===== src/rtl/rmii_phy_rx.sv =====
// rmii_phy_rx: RMII MAC-transmit receiver that checks preamble/SFD, assembles bytes and checks the FCS
module rmii_phy_rx #(
  parameter int SPEED     = 100,
  parameter int MAX_FRAME = 1522
) (
  input  logic       clk,
  input  logic       srst,
  input  logic       tx_en,
  input  logic [1:0] txd,
  output logic [7:0] m_data,
  output logic       m_valid,
  output logic       m_sof,
  output logic       m_eof,
  output logic       m_crc_ok,
  output logic       m_err
);
  typedef enum logic [1:0] {IDLE, PREAMBLE, DATA, DROP} state_t;
  localparam logic [31:0] RESIDUE = 32'hDEBB20E3;
  state_t state, state_n;
  logic en_r, en_q, rise, sample;
  logic [1:0] d_r, phase, phase_n;
  logic [3:0] div;
  logic [4:0] pcnt, pcnt_n;
  logic [7:0] sr, sr_n, hold, hold_n, byte_w;
  logic [15:0] bcnt, bcnt_n;
  logic [31:0] crc, crc_n;
  logic valid_n, sof_n, eof_n, ok_n, err_n;
  function automatic logic [31:0] crc8(input logic [31:0] c, input logic [7:0] b);
    logic [31:0] r;
    r = c;
    for (int i = 0; i < 8; i++) r = (r >> 1) ^ ((r[0] ^ b[i]) ? 32'hEDB88320 : 32'h0);
    return r;
  endfunction
  assign rise   = en_r && !en_q;
  assign sample = en_r && (SPEED == 10 ? div == 4'd4 : 1'b1);
  assign byte_w = {d_r, sr[7:2]};
  always_comb begin
    state_n = state;
    pcnt_n  = pcnt;
    phase_n = phase;
    sr_n    = sr;
    hold_n  = hold;
    bcnt_n  = bcnt;
    crc_n   = crc;
    valid_n = 1'b0;
    sof_n   = 1'b0;
    eof_n   = 1'b0;
    ok_n    = 1'b0;
    err_n   = 1'b0;
    case (state)
      IDLE: if (rise) begin
        state_n = PREAMBLE;
        pcnt_n  = '0;
      end
      PREAMBLE:
        if (!en_r) state_n = IDLE;
        else if (sample) begin
          if (d_r == 2'b01) pcnt_n = pcnt + 5'(pcnt != 5'd31);
          else if (d_r == 2'b11 && pcnt >= 5'd4) begin
            state_n = DATA;
            crc_n   = '1;
            bcnt_n  = '0;
            phase_n = '0;
          end else state_n = DROP;
        end
      DATA:
        if (!en_r) begin
          state_n = IDLE;
          valid_n = bcnt != '0;
          sof_n   = bcnt == 16'd1;
          eof_n   = bcnt != '0;
          ok_n    = bcnt != '0 && crc == RESIDUE;
          err_n   = bcnt != '0 && phase != 2'd0;
        end else if (sample) begin
          sr_n    = byte_w;
          phase_n = phase + 2'd1;
          if (phase == 2'd3) begin
            valid_n = bcnt != '0;
            sof_n   = bcnt == 16'd1;
            if (bcnt == 16'(MAX_FRAME)) begin
              eof_n   = 1'b1;
              err_n   = 1'b1;
              state_n = DROP;
            end else begin
              hold_n = byte_w;
              crc_n  = crc8(crc, byte_w);
              bcnt_n = bcnt + 16'd1;
            end
          end
        end
      default: if (!en_r) state_n = IDLE;
    endcase
  end
  // en_r/en_q reset high so a frame already in flight at release never looks like a rising edge
  always_ff @(posedge clk or posedge srst)
    if (srst) begin
      en_r     <= 1'b1;
      en_q     <= 1'b1;
      d_r      <= '0;
      div      <= '0;
      state    <= IDLE;
      pcnt     <= '0;
      phase    <= '0;
      sr       <= '0;
      hold     <= '0;
      bcnt     <= '0;
      crc      <= '1;
      m_data   <= '0;
      m_valid  <= 1'b0;
      m_sof    <= 1'b0;
      m_eof    <= 1'b0;
      m_crc_ok <= 1'b0;
      m_err    <= 1'b0;
    end else begin
      en_r     <= tx_en;
      en_q     <= en_r;
      d_r      <= txd;
      div      <= (rise || div == 4'd9) ? 4'd0 : div + 4'd1;
      state    <= state_n;
      pcnt     <= pcnt_n;
      phase    <= phase_n;
      sr       <= sr_n;
      hold     <= hold_n;
      bcnt     <= bcnt_n;
      crc      <= crc_n;
      m_data   <= hold;
      m_valid  <= valid_n;
      m_sof    <= sof_n;
      m_eof    <= eof_n;
      m_crc_ok <= ok_n;
      m_err    <= err_n;
    end
endmodule


===== config.mk =====
export PLATFORM = sky130hd
export DESIGN_NAME = rmii_phy_rx
export DESIGN_NICKNAME = d
export VERILOG_FILES = /design/src/rtl/rmii_phy_rx.sv
export SDC_FILE = /design/constraint.sdc
export NUM_CORES = 1
export LEC_CHECK = 0
export CORE_ASPECT_RATIO = 0.9
export CORE_UTILIZATION = 35
export CTS_BUF_LIST = sky130_fd_sc_hd__clkbuf_16
export DETAILED_ROUTE_END_ITERATION = 10
export HOLD_SLACK_MARGIN = 0.1
export PLACE_DENSITY = 0.62
export SLEW_MARGIN = 20
export SYNTH_ARGS = -nofsm -noshare
export SYNTH_HDL_FRONTEND = slang
export SYNTH_SLANG_ARGS = --single-unit

===== constraint.sdc =====
create_clock -name clk -period 5.98 [get_ports clk]
set_input_delay 0.598 -clock clk [delete_from_list [all_inputs] [get_ports clk]]
set_output_delay 0.598 -clock clk [all_outputs]
set_load 0.1 [all_outputs]

; Word level (Yosys, flattened, before mapping)
; Index checks and enable logic that the tools add are counted.
[word_totals]
word_cells = 128
out_inout_bits = 13
inputBits = 5
ff_bits = 90
[classes]
n_eq_ne = 21
n_mux = 54
n_bitwise = 17
reduce_logical = 16
n_lt_le_gt_ge = 1
n_addsub = 3
[ops]
columns = cell, n
row1 = $mux 32, 14
row2 = $xor 31x32->32, 8
row3 = $mux 16, 6
row4 = $pmux 32 s2, 1
row5 = $eq 32x32->1 const B, 1
row6 = $pmux 16 s2, 1
row7 = $mux 2, 11
row8 = $add 16x1->16 const B, 1
row9 = $eq 16x1->1 const B, 1
row10 = $eq 16x11->1 const B, 1
row11 = $ne 2x2->1 const B, 8
row12 = $reduce_bool 16->1, 1
row13 = $mux 1, 15
row14 = $mux 5, 3
row15 = $pmux 5 s2, 1
row16 = $reduce_and 5->1, 2
row17 = $ne 3x3->1 const B, 3
row18 = $reduce_and 4->1, 2
row19 = $xor 1x1->1, 8
row20 = $reduce_and 7->1, 1
row21 = $eq 2x2->1 const B, 3
row22 = $pmux 2 s3, 1
row23 = $reduce_bool 2->1, 3
row24 = $add 5x1->5, 1
row25 = other kinds (11), 15

; Logic depth before layout (Yosys ltp)
; Gate-level depths: netlist (run 1).
[logic_depth]
depth_word = 28
mapped_depth = 10
mapped_depth_nobuf = 8

; Worst setup path before layout (run 1)
; OpenSTA, ideal clock, no wires.
[synth_timing]
kind = flip-flop to flip-flop
from = register bcnt[12]
to = register hold[0]
stages_incl_launch_ff = 8
n_path_buf = 3
setup_time_ns = 0.125
required_ns = 5.855
period_less_slack_ns = 2.395
setup_slack_ns = 3.585
arrival_ns = 2.270
cell_sequence = dfrtp_1 or4_4 or4_4 buf_6 and2_4 buf_6 buf_6 mux2_4
[synth_between]
elab_chain_len = 3
[synth_rtl]
columns = element, line_no
row1 = "start, declared", 25  ; logic [15:0] bcnt, bcnt_n;
row2 = "start signal, assigned", 124  ; bcnt <= bcnt_n;
row3 = $eq 16x11->1, 80  ; if (bcnt == 16'(MAX_FRAME)) begin
row4 = $not 1->1 (no line), --
row5 = $reduce_and 4->1 (no line), --
row6 = "end signal, assigned", 123  ; hold <= hold_n;
row7 = "end, declared", 24  ; logic [7:0] sr, sr_n, hold, hold_n, byte_w;
; Every way passes these cells.
; A chain may end at the register's enable or synchronous reset.

; Final worst setup path (run 1)
[layout_timing]
from = register state[1]
to = register hold[5]
[layout_between]
elab_chain_len = 2
[layout_rtl]
columns = element, line_no
row1 = "start, declared", 19  ; state_t state, state_n;
row2 = "start signal, assigned", 119  ; state <= state_n;
row3 = $eq 2x2->1, 50  ; case (state)
row4 = $reduce_and 4->1 (no line), --
; Every way passes these cells.

==> run_results.csv, run 1 <==
group,metric,value,unit
sta,rsz0062_at_grt,"no",
floorplanning,core,13300,sq um
critical_path,cp_max_fo,42,
sta,maxSlewViolCount,0,
clock_network,clkLatencyLatePin,0.34,ns
global_routing,grt_max_degree,60,
power,clkPwrFrac,19.1,%
routing,route.vias.total,3186,
sta,tns,0,ns
clock_network,cts_root_buffer,"clkbuf_16",
clock_network,htree_levels,3,
power,peakVddDrop,0.278,mV
yosys,synth-seq-cells,88,
power,seqPwrFrac,29.9,%
yosys,syn_nets,426,
placed_design,place_area,5070,sq um
clock_network,cts_buffer_depth,2,
job,drv_cap,0,
critical_path,critPathLaunchType,"flip-flop",
yosys,synth_edf_count,0,
critical_path,crit_required,6.21,ns
cells_and_area,antenna_cells,0,
sta,clock_skew,0.00646,ns
power,power_density,543,nW/um^2
critical_path,arrival,2.95,ns
clock_network,clock-sinks,88,
sta,finalCritPeriodShare,45.6,%
critical_path,r2r_setup_slack,3.26,ns
yosys,ys_warn_count,0,
floorplanning,die_h,113,um
clock_network,cts_tree,"yes",
routing,drt-pass1-iter-count,4,
global_routing,gr-total-overflow,0,
status,outcome,"complete, no violations",
hold_path,worst_hold_startpoint,"hold[5]",
floorplanning,pin_count,18,
power,switching_share,34.6,%
clock_network,cts_setup_buffers,0,
placed_design,place_hpwl,7000,um
yosys,synthCells,413,
cells_and_area,mostFrequentLayoutCells,"dfrtp_1, a21oi_1, xnor2_1, a211oi_1, dfstp_2",
critical_path,crit_path_start,"state[1]",
yosys,synth_area,4780,sq um
cells_and_area,layout_commonest_cell,"dfrtp_1",
routing,via_per_inst,5.35,
critical_path,rr_worst_depth,5,
cells_and_area,area_growth,12.1,%
critical_path,timing.rr.start,"state[1]",
power,combPwrFrac,51.0,%
sta,setup_viol,0,
routing,drc,0,
power,power_leakage,2.25,nW
cells_and_area,design_area,5360,sq um
global_routing,grt_pass1_vias,3230,
global_routing,grt_pass1_wl,17600,um
cells_and_area,drive_above_1_share,18.7,%
cells_and_area,nNetsFinal,435,
power,p_int,1.90,mW
floorplanning,die_area,14100,sq um
yosys,yosysSeqAreaShare,47.0,%
sta,period_minus_slack,2.72,ns
routing,routed_wirelength,10400,um
floorplanning,die_x,125,um
hold_path,hold_end,"m_data[5]",
routing,wl_per_cell,17.5,um
critical_path,rr_endpoint,"hold[5]",
critical_path,crit_path_end_kind,"flip-flop",
sta,hold_viol,0,
critical_path,path_class,"reg2reg",
power,p_sw,1.01,mW
clock_network,ctsHoldBuffers,0,
floorplanning,initial_core_util,35.9,%
yosys,ys_types,45,
routing,drtIter0Drc,219,
clock_network,clk_pin_slew,0.06,ns
yosys,avgSynthCellArea,11.6,sq um
yosys,synthArstFlopShare,100,%
global_routing,antenna_found_initial,0,
clock_network,numCtsBuffers,9,
clock_network,ctsResizeCount,0,
sta,max_freq,367,MHz
placed_design,io_buffers,17,
global_routing,grt_usage,16.0,%
hold_path,min_path_type,"reg2reg",
sta,slew_headroom,31.7,%
yosys,synthFlopType,"dfrtp_1",
routing,antenna_left,0,
placed_design,gp_congestion,0.853,
sta,worst_pin_slew,1.02,ns
hold_path,whs_path_depth,0,
floorplanning,rows,40,
cells_and_area,n_fill_cell,1260,
[synth_stat cells (all sizes together) (7+ instances only)]
cell	count	area share, %
clkbuf	17	1.3
xnor2	38	7.1
nand3	7	0.73
xor2	14	2.6
inv	10	0.79
nor3	8	0.84
ha	8	2.1
a21oi	37	3.9
dfstp	34	19
a211oi	34	5.3
mux2	15	3.9
xnor3	17	8.0
nand2	19	1.5
nor2	18	1.4
o21ai	9	0.94
dfrtp	54	28
nand4	9	1.2
[sequential cells by signal, summed over array words and instances (netlist names), 2 cells and up]
register / flops
pcnt: 5
m_data: 8
phase: 2
bcnt: 16
hold: 8
sr: 6
state: 2
crc: 32
d_r: 2
[logic make-up after synthesis]
| kind of cell | share of synthesized area, % |
|---|---|
| fa+ha+maj | 2.09 |
| buf+inv | 3.40 |
| simple gates | 12.5 |
| xor+xnor | 18.7 |
| mux | 4.55 |
| flops | 47.0 |
| compound gates | 11.8 |
[critical path, cell delays in order (launching register included)]
cell,delay (ns)
dfrtp_1,0.50
nor2b_1,0.54
and3_1,0.23
buf_4,0.34
and2_4,0.58
mux2_2,0.39
[stage by stage]
| stage | instances | total power, mW | setup WS [ns] | util, % | hold slack, ns |
|---|---|---|---|---|---|
| finish | 595 | 2.91 | 3.26 | 40.2 | 0.378 |
| floorplan | 413 | 2.08 | 3.16 | - | 0.350 |
| detailed placement | 579 | 2.35 | 3.31 | 38.1 | 0.362 |
| CTS | 595 | 2.93 | 3.28 | 40.2 | 0.378 |
| global route | 595 | 3.09 | 3.11 | 40.2 | 0.391 |
| global placement | 579 | 2.35 | 3.35 | 38.1 | 0.372 |
[cell type report]
class	count	area [sq um]	share of cell area, %
timing repair buffer	21	200	3.74
clock inverter	7	63.8	1.19
multi-input combinational	292	2370	44.3
sequential	88	2240	41.9
inverter	10	38.8	0.724
clock buffer	9	225	4.20
tap	168	210	3.92
[worst max-delay path by stage]
stage                         end  cells past startpoint
after floorplan           bcnt[0]                      1
after global placement    hold[4]                      5
after detailed placement  hold[5]                      5
after CTS                 hold[5]                      5
after global routing      hold[5]                      5
final                     hold[5]                      5
[power groups by stage]
stage                     clock network [mW]  registers (mW)  logic, mW
after detailed placement                   0           0.878       1.48
final                                  0.556           0.870       1.49
after global routing                   0.588           0.885       1.61
after global placement                     0           0.875       1.48
after floorplan                            0           0.881       1.20
after CTS                              0.573           0.869       1.49
[per-layer routing]
layer  track usage, %  wire length (um)
met3             3.40               475
met4             6.34               183
met5                0                 0
met1             22.4              5030
met2             24.3              4750
Note: power is estimated with default switching activity, not from simulation.
==> inputs of run 2 (changes only) <==
==> constraint.sdc (replaced) <==
create_clock -name clk -period 2.7 [get_ports clk]
set_input_delay 0.27 -clock clk [delete_from_list [all_inputs] [get_ports clk]]
set_output_delay 0.27 -clock clk [all_outputs]
set_load 0.1 [all_outputs]
==> run 2 against run 1 <==
Against the previous run: wire length up 0.21%; die area unchanged; first-iteration DRC count down 6.4%; utilization up 0.84 points; fmax up 17%; combinational power up 130%; global-route usage down 0.29 points; design area up 2.1%; cell count up 2.4%; clock skew up 0.0028 ns; largest cell class unchanged.
==> run_results.csv, run 2 (synthesis gave the netlist of run 1 again) <==
group,metric,value,unit
sta,clock_skew,0.00930,ns
clock_network,ctsHoldBuffers,0,
routing,wl_per_cell,17.2,um
routing,drt-pass1-iter-count,4,
job,drv_cap,0,
placed_design,place_hpwl,7170,um
critical_path,crit_path_end_kind,"flip-flop",
cells_and_area,antenna_cells,0,
sta,slew_headroom,45.2,%
global_routing,antenna_found_initial,0,
clock_network,cts_root_buffer,"clkbuf_16",
floorplanning,die_area,14100,sq um
critical_path,cp_max_fo,42,
cells_and_area,area_growth,14.4,%
floorplanning,initial_core_util,35.9,%
placed_design,place_area,5150,sq um
cells_and_area,final_core_utilization,41.1,%
global_routing,grt_pass1_wl,17600,um
global_routing,gr-total-overflow,0,
power,power_density,1220,nW/um^2
routing,via_per_inst,5.31,
status,outcome,"complete, no violations",
cells_and_area,design_area,5470,sq um
global_routing,grt_max_degree,43,
critical_path,path_class,"reg2reg",
clock_network,clock-sinks,88,
floorplanning,core,13300,sq um
floorplanning,pin_count,18,
clock_network,cts_tree,"yes",
floorplanning,die_x,125,um
sta,period_minus_slack,2.34,ns
power,power_leakage,2.36,nW
global_routing,grt_usage,15.7,%
routing,drc,0,
floorplanning,rows,40,
cells_and_area,drive_above_1_share,24.9,%
cells_and_area,largest_register_ffs,32,
sta,max_freq,428,MHz
cells_and_area,largestRegisters,"crc (32), bcnt (16)",
cells_and_area,nNetsFinal,449,
sta,tns,0,ns
placed_design,gp_congestion,0.838,
sta,worst_pin_slew,0.816,ns
sta,rsz0062_at_grt,"no",
cells_and_area,seqCellArea,2240,sq um
floorplanning,die_h,113,um
clock_network,clkLatencyLatePin,0.34,ns
placed_design,io_buffers,17,
clock_network,ctsResizeCount,0,
critical_path,arrival,2.55,ns
critical_path,crit_required,2.92,ns
routing,route.vias.total,3236,
clock_network,clk_pin_slew,0.07,ns
clock_network,htree_levels,3,
routing,drtIter0Drc,205,
hold_path,min_path_type,"in2async",
cells_and_area,top_register,"crc",
clock_network,numCtsBuffers,9,
sta,hold_viol,0,
cells_and_area,layout_commonest_cell,"dfrtp_1",
routing,antenna_left,0,
cells_and_area,n_fill_cell,1274,
routing,routed_wirelength,10500,um
critical_path,critPathLaunchType,"flip-flop",
sta,setup_viol,0,
power,peakVddDrop,0.583,mV
cells_and_area,multiInputGateArea,2370,sq um
sta,maxSlewViolCount,0,
clock_network,cts_setup_buffers,0,
sta,finalCritPeriodShare,86.5,%
global_routing,grt_pass1_vias,3283,
cells_and_area,mostFrequentLayoutCells,"dfrtp_1, a21oi_1, xnor2_1, a211oi_1, dfstp_2",
power,power.total,6.66,mW
clock_network,cts_buffer_depth,2,
run 2: per-layer routing:
metal	up-vias	track usage, %	wire length [um]
li1	1552	-	-
met1	1618	22.0	5030
met2	56	24.7	4840
met3	10	2.88	455
met4	0	5.20	127
met5	-	0	0
run 2: power by group:
| part | switching (mW) | internal (mW) | total [mW] |
|---|---|---|---|
| Clock | 0.568 | 0.737 | 1.31 |
| Sequential | 0.262 | 1.67 | 1.93 |
| Combinational | 1.48 | 1.94 | 3.42 |
| Total | 2.31 | 4.35 | 6.66 |
run 2: area by class of cell:
| cell class | instances | share of cell area, % |
|---|---|---|
| Clock buffer | 9 | 4.12 |
| Clock inverter | 7 | 1.65 |
| Inverter | 10 | 0.709 |
| Multi-Input combinational cell | 292 | 43.4 |
| Sequential cell | 88 | 41.0 |
| Tap cell | 168 | 3.84 |
| Timing Repair Buffer | 35 | 5.22 |
run 2: final timing paths:
check	start	endpoint	slack (ns)	cells after the start
hold reg to reg	hold[4]	m_data[4]	0.38	0
hold / removal	srst	bcnt[10]	0.27	2
setup / recovery	bcnt[12]	hold[2]	0.36	4
max in group asynchronous	srst	crc[12]	1.76	3
min in group clk	tx_en	en_r	0.33	1
setup reg to reg	bcnt[12]	hold[2]	0.36	4
run 2: per-stage QoR:
stage,hold slack [ns],std cells,setup slack [ns]
final,0.268,609,0.364
after global routing,0.322,609,0.305
after CTS,0.286,609,0.377
after detailed placement,0.368,593,0.386
after global placement,0.375,593,0.412
after floorplan,0.274,413,0.208
run 2: critical path, cell delays in order, from the launching register on:
cell and delay (ns):
dfrtp_1 0.42, or4_4 0.56, or4_4 0.53, and2_4 0.33, mux2_4 0.35
==> inputs of run 3 (changes only) <==
--- a/config.mk
+++ b/config.mk
@@ -5,11 +5,12 @@
 export SDC_FILE = /design/constraint.sdc
 export NUM_CORES = 1
 export LEC_CHECK = 0
+export ABC_CLOCK_PERIOD_IN_PS = 2700
 export CORE_ASPECT_RATIO = 0.9
 export CORE_UTILIZATION = 35
 export CTS_BUF_LIST = sky130_fd_sc_hd__clkbuf_16
 export DETAILED_ROUTE_END_ITERATION = 10
-export HOLD_SLACK_MARGIN = 0.1
+export HOLD_SLACK_MARGIN = 0.08
 export PLACE_DENSITY = 0.62
 export SLEW_MARGIN = 20
 export SYNTH_ARGS = -nofsm -noshare
==> results of run 3 <==
The final DEF is identical to that of run 2; final timing and power are the same.
